## src/rtl/i2s_stereo_tx.sv

```systemverilog
// Stereo I2S / left-justified transmitter with a frame FIFO in front of the serializer.
// BCLK and LRCLK are derived from clk; every serial output is registered.
module i2s_stereo_tx #(
    parameter int DATA_W     = 24,
    parameter int SLOT_W     = 32,
    parameter int FIFO_DEPTH = 8,
    parameter int BCLK_DIV   = 2
) (
    input  logic                          clk,
    input  logic                          rst,
    input  logic                          enable,
    input  logic                          mode,
    input  logic [DATA_W-1:0]             in_left,
    input  logic [DATA_W-1:0]             in_right,
    input  logic                          in_valid,
    output logic                          in_ready,
    output logic [$clog2(FIFO_DEPTH):0]   fifo_level,
    output logic                          bclk,
    output logic                          lrclk,
    output logic                          sdata,
    output logic                          underflow
);

    localparam int PTR_W = $clog2(FIFO_DEPTH);
    localparam int LVL_W = PTR_W + 1;
    localparam int FRM_W = 2 * SLOT_W;
    localparam int CNT_W = $clog2(FRM_W);
    localparam int DIV_W = (BCLK_DIV > 1) ? $clog2(BCLK_DIV) : 1;

    localparam logic [CNT_W-1:0] LAST_BIT = CNT_W'(FRM_W - 1);
    localparam logic [CNT_W-1:0] SLOT_L   = CNT_W'(SLOT_W);
    localparam logic [DIV_W-1:0] DIV_LAST = DIV_W'(BCLK_DIV - 1);
    localparam logic [LVL_W-1:0] DEPTH_L  = LVL_W'(FIFO_DEPTH);

    logic [DATA_W-1:0] mem_l [FIFO_DEPTH];
    logic [DATA_W-1:0] mem_r [FIFO_DEPTH];
    logic [PTR_W-1:0]  wr_ptr, rd_ptr;

    logic [DIV_W-1:0]  div_cnt;
    logic [CNT_W-1:0]  bit_cnt, next_bit;
    logic [FRM_W-1:0]  shreg, frame_word;
    logic              cur_mode, lj_bit;
    logic              push, pop, fall_evt, frame_start;

    // Ready comes from the registered level only: a pop in the same cycle never frees a slot early.
    assign in_ready    = (fifo_level < DEPTH_L);
    assign push        = in_valid && in_ready;
    assign fall_evt    = enable && (div_cnt == DIV_LAST) && bclk;
    assign frame_start = fall_evt && (bit_cnt == LAST_BIT);
    assign pop         = frame_start && (fifo_level != '0);
    assign next_bit    = (bit_cnt == LAST_BIT) ? '0 : bit_cnt + 1'b1;

    always_ff @(posedge clk) begin
        if (push) begin
            mem_l[wr_ptr] <= in_left;
            mem_r[wr_ptr] <= in_right;
        end
    end

    always_ff @(posedge clk or negedge rst) begin
        if (!rst) begin
            wr_ptr     <= '0;
            rd_ptr     <= '0;
            fifo_level <= '0;
        end else begin
            if (push) wr_ptr <= wr_ptr + 1'b1;
            if (pop)  rd_ptr <= rd_ptr + 1'b1;
            case ({push, pop})
                2'b10:   fifo_level <= fifo_level + 1'b1;
                2'b01:   fifo_level <= fifo_level - 1'b1;
                default: fifo_level <= fifo_level;
            endcase
        end
    end

    // An empty FIFO at frame start sends a silent frame.
    always_comb begin
        frame_word = '0;
        if (pop) begin
            frame_word[FRM_W-1 -: DATA_W]  = mem_l[rd_ptr];
            frame_word[SLOT_W-1 -: DATA_W] = mem_r[rd_ptr];
        end
    end

    always_ff @(posedge clk or negedge rst) begin
        if (!rst) begin
            div_cnt   <= '0;
            bclk      <= 1'b0;
            bit_cnt   <= LAST_BIT;
            lrclk     <= 1'b0;
            sdata     <= 1'b0;
            lj_bit    <= 1'b0;
            cur_mode  <= 1'b0;
            shreg     <= '0;
            underflow <= 1'b0;
        end else begin
            underflow <= frame_start && (fifo_level == '0);
            if (!enable) begin
                // Parking the bit counter on the last bit makes the first fall event a frame start.
                div_cnt <= '0;
                bclk    <= 1'b0;
                bit_cnt <= LAST_BIT;
                lrclk   <= 1'b0;
                sdata   <= 1'b0;
                lj_bit  <= 1'b0;
                shreg   <= '0;
            end else begin
                div_cnt <= (div_cnt == DIV_LAST) ? '0 : div_cnt + 1'b1;
                if (div_cnt == DIV_LAST) bclk <= ~bclk;
                if (fall_evt) begin
                    bit_cnt <= next_bit;
                    lrclk   <= (next_bit >= SLOT_L);
                    // lj_bit holds the previous left-justified bit, which is exactly the I2S bit.
                    if (frame_start) begin
                        cur_mode <= mode;
                        shreg    <= {frame_word[FRM_W-2:0], 1'b0};
                        lj_bit   <= frame_word[FRM_W-1];
                        sdata    <= mode ? frame_word[FRM_W-1] : lj_bit;
                    end else begin
                        shreg    <= {shreg[FRM_W-2:0], 1'b0};
                        lj_bit   <= shreg[FRM_W-1];
                        sdata    <= cur_mode ? shreg[FRM_W-1] : lj_bit;
                    end
                end
            end
        end
    end

endmodule
```

## config.mk

```make
export PLATFORM = sky130hd
export DESIGN_NAME = i2s_stereo_tx
export DESIGN_NICKNAME = d
export VERILOG_FILES = /design/src/rtl/i2s_stereo_tx.sv
export SDC_FILE = /design/constraint.sdc
export NUM_CORES = 1
export LEC_CHECK = 0
export ABC_CLOCK_PERIOD_IN_PS = 8900
export CAP_MARGIN = 20
export CORE_ASPECT_RATIO = 0.5
export CORE_UTILIZATION = 55
export CTS_BUF_LIST = sky130_fd_sc_hd__clkbuf_4 sky130_fd_sc_hd__clkbuf_8 sky130_fd_sc_hd__clkbuf_16
export CTS_CLUSTER_SIZE = 8
export DETAILED_ROUTE_END_ITERATION = 10
export PLACE_DENSITY = 0.73
export RECOVER_POWER = 50
export SYNTH_ARGS = -nofsm -noshare
export SYNTH_HDL_FRONTEND = slang
export SYNTH_SLANG_ARGS = --single-unit
```

## constraint.sdc

```tcl
create_clock -name clk -period 8.9 [get_ports clk]
set_input_delay 1.78 -clock clk [delete_from_list [all_inputs] [get_ports clk]]
set_output_delay 1.78 -clock clk [all_outputs]
set_load 0.02 [all_outputs]
```

==> results.sh <==
export IMPL_synth_cells=851
export IMPL_slew_viol_final=65
export IMPL_fp_dieArea_sq_mm=0.0330
export IMPL_arrival_ns=5.05
export IMPL_cts_tree="yes"
export IMPL_finClkSkew_ns=0.0193
export IMPL_setup_worst_path_class="input pin to async pin"
export IMPL_ys_seq_elements=462
export IMPL_slew_headroom_pct=-145
export IMPL_grt_pass1_wl_um=52900
export IMPL_critPathLaunch="rst"
export IMPL_status="complete, but fails checks"
export IMPL_critPathRequiredTime_ns=8.21
export IMPL_cts_resized=0
export IMPL_place_gp_congestion=0.728
export IMPL_syn_num_nets=910
export IMPL_core_region_area_sq_mm=0.0317
export IMPL_powerDensity_mw_per_mm2=281
export IMPL_cp_start_kind="input pin"
export IMPL_hold_path_startpoint="shreg[36]"
export IMPL_async_flop_share_pct=16.9
export IMPL_multi_input_area_sq_mm=0.00398
export IMPL_leakagePower_uw=0.00699
export IMPL_via_count=8638
export IMPL_cts_root_buf="clkbuf_16"
export IMPL_cts_hold_buf=0
export IMPL_timing_rr_start="bit_cnt[0]"
export IMPL_antenna_found_initial=0
export IMPL_setup_viol=0
export IMPL_vdd_drop_max_v=0.000167
export IMPL_avgSynthCellArea_sq_um=20.8
export IMPL_portBuffers=61
export IMPL_postCtsSetupBuffers=0
export IMPL_fillers=1974
export IMPL_max_freq_mhz=174
export IMPL_final_setup_worst_slack_ns=3.15
export IMPL_drt_first_iter_violations=682
export IMPL_synth_area_sq_mm=0.0177
export IMPL_dp_hpwl_um=16800
export IMPL_rsz0062_at_grt="no"
export IMPL_grt_remaining_overflow=0
export IMPL_synth_flop_cell="edfxtp_1"
export IMPL_synth_edff_count=384
export IMPL_syn2layout_area_growth_pct=17.7
export IMPL_final_seq_area_sq_mm=0.0135
export IMPL_antenna_cells=0
export IMPL_timing_hold_violations_final=0
export IMPL_cts_sinks=462
export IMPL_num_rows=46
export IMPL_drt_total_wl_um=34000
export IMPL_clk_latency_ns=0.58
export IMPL_start_util_pct=55.9
export IMPL_fin_crit_sh_pct=64.6
export IMPL_grt_pass1_vias=9100
export IMPL_setup_tns_ns=0
export IMPL_ys_types=42
export IMPL_wl_per_cell_um=23.8
export IMPL_hp_class="flip-flop to flip-flop"
export IMPL_cts_clk_slew_worst_paths_ns=0.05
export IMPL_drc=0
export IMPL_die_height_um=129
export IMPL_dr_pass1_iters=5
export IMPL_ys_warn_count=0
export IMPL_maxCapViolations=1
export IMPL_violations="max-capacitance violations, max-slew violations"
export IMPL_die_width_um=256
export IMPL_drive_above_1_share_pct=25.9
export IMPL_tightest_slew_ns=3.67
export IMPL_grt_start_max_net_pins=79
export IMPL_boundaryPins=62
export IMPL_cp_max_fo=64
export IMPL_finish_net_count=1007
export IMPL_ant_nets=0
export IMPL_finalCriticalPeriod_ns=5.75
export IMPL_critical_path_top_delay_family="buffers and inverters"
export IMPL_viasPerCell=6.04
export IMPL_pre_cts_ws_ns=3.62
export IMPL_clockBufferDepth=3
export IMPL_numCtsBuffers=67
export IMPL_crit_top_cell="clkbuf_1"
export IMPL_worst_path_buf_inv=2
export IMPL_max_stage_delay_ns=2.63
export IMPL_slowest_stage="clkbuf_1"
export IMPL_endpoint_kind="async pin"
export IMPL_htreeDepth=3
export IMPL_critical_path_cell_chain="clkbuf_1, clkbuf_1"
export IMPL_grt_usage_pct=21.5
export IMPL_worst_hold_slack_ns=0.500
export IMPL_ys_seq_area_share_pct=76.1
cells in the final DEF (no fill, tap or decap), types with 4 or more instances in the layout:
cell type        instances
clkbuf_16               68
ha_1                     6
o21ai_1                 47
edfxtp_1               384
dfstp_2                  6
dlygate4sd3_1           50
clkbuf_4                44
xnor2_1                  6
mux2_2                   4
mux2i_1                 48
dfrtp_1                 69
a22oi_1                 48
xor2_1                   7
buf_4                   15
nor2_4                   6
a22o_1                   9
a21oi_1                  5
clkdlybuf4s50_1         10
mux4_2                  96
nor2b_1                  4
inv_6                    5
nand2_1                 17
report_power, final:
part           leakage [uW]  total (uW)  switching [uW]  internal, uW
Sequential          0.00449        2560             143          2420
Clock               0.00108        2440             871          1570
Combinational       0.00142         866             377           489
sequential cells by signal, summed over array words and instances, names as in the netlist:
signal      flops
mem_l         192
mem_r         192
shreg          55
bit_cnt         6
fifo_level      4
rd_ptr          3
wr_ptr          3
bclk            1
cur_mode        1
div_cnt         1
lj_bit          1
lrclk           1
sdata           1
underflow       1
metal layers:
| metal | track usage [%] | share of wire, % |
|---|---|---|
| met5 | 0 | 0 |
| met1 | 29.6 | 43 |
| met3 | 4.81 | 6.1 |
| met2 | 35.2 | 50 |
| met4 | 6.55 | 1.5 |
cell type report:
class	instances	share of cell area, %
multi-input cells	335	19.0
repair buffers	78	3.58
well taps	432	2.59
inverters	4	0.0719
flip-flops and latches	462	64.6
clock buffers	113	9.80
clock inverters	6	0.288
Yosys cell counts, drive strengths merged, types with 4 or more instances:
master	count	share of area [%]
nor2	9	0.19
buf	39	1.6
inv	4	0.085
o21ai	50	1.4
ha	6	0.42
dfstp	6	0.89
a22o	9	0.44
nand2	17	0.36
a21oi	6	0.17
edfxtp	384	65
mux4	96	12
a22oi	48	2.0
mux2i	48	2.7
mux2	4	0.25
nor2b	4	0.14
nor3	4	0.11
dfrtp	72	10
xnor2	6	0.30
clkbuf	11	0.23
xor2	7	0.35
path summary, 6_finish.rpt:
check / end / slack, ns / cells after the start
min in group asynchronous: shreg[57] / 1.27 / 1
worst min register to register: shreg[37] / 0.50 / 1
worst max-delay path: rd_ptr[1] / 3.15 / 2
worst min-delay path: shreg[37] / 0.50 / 1
max in group clk: fifo_level[2] / 4.12 / 11
worst max register to register: fifo_level[2] / 5.52 / 10
metrics by stage:
step           util [%]  total power (uW)  instance area [sq um]  cells
2_1_floorplan         -              3260                  17700    851
3_3_place_gp       59.1              3450                  18800   1309
3_5_place_dp       59.1              3470                  18800   1309
4_1_cts            65.8              5910                  20900   1428
5_1_grt            65.9              6090                  20900   1430
6_report           65.9              5860                  20900   1430
worst reg2reg max path: cells and delay by family (launching register included):
family	cells	cell delay, ns
simple gates	2	0.85
flops	1	0.55
buf+inv	1	0.33
compound gates	1	0.16
fa+ha+maj	3	0.94
xor+xnor	3	0.43
kinds of logic (layout without fill, tap and decap cells):
family | count (synthesis) | after routing | synth area share (%)
DFF | 462 | 462 | 76.1
adders and majority gates | 6 | 6 | 0.423
buffers and inverters | 54 | 201 | 1.92
muxes | 148 | 148 | 15.2
AOI/OAI and AO/OA | 118 | 118 | 4.30
xor gates and xnor gates | 13 | 13 | 0.642
and+or+nand+nor | 50 | 50 | 1.52
No activity file was read; power rests on OpenSTA's default activity.
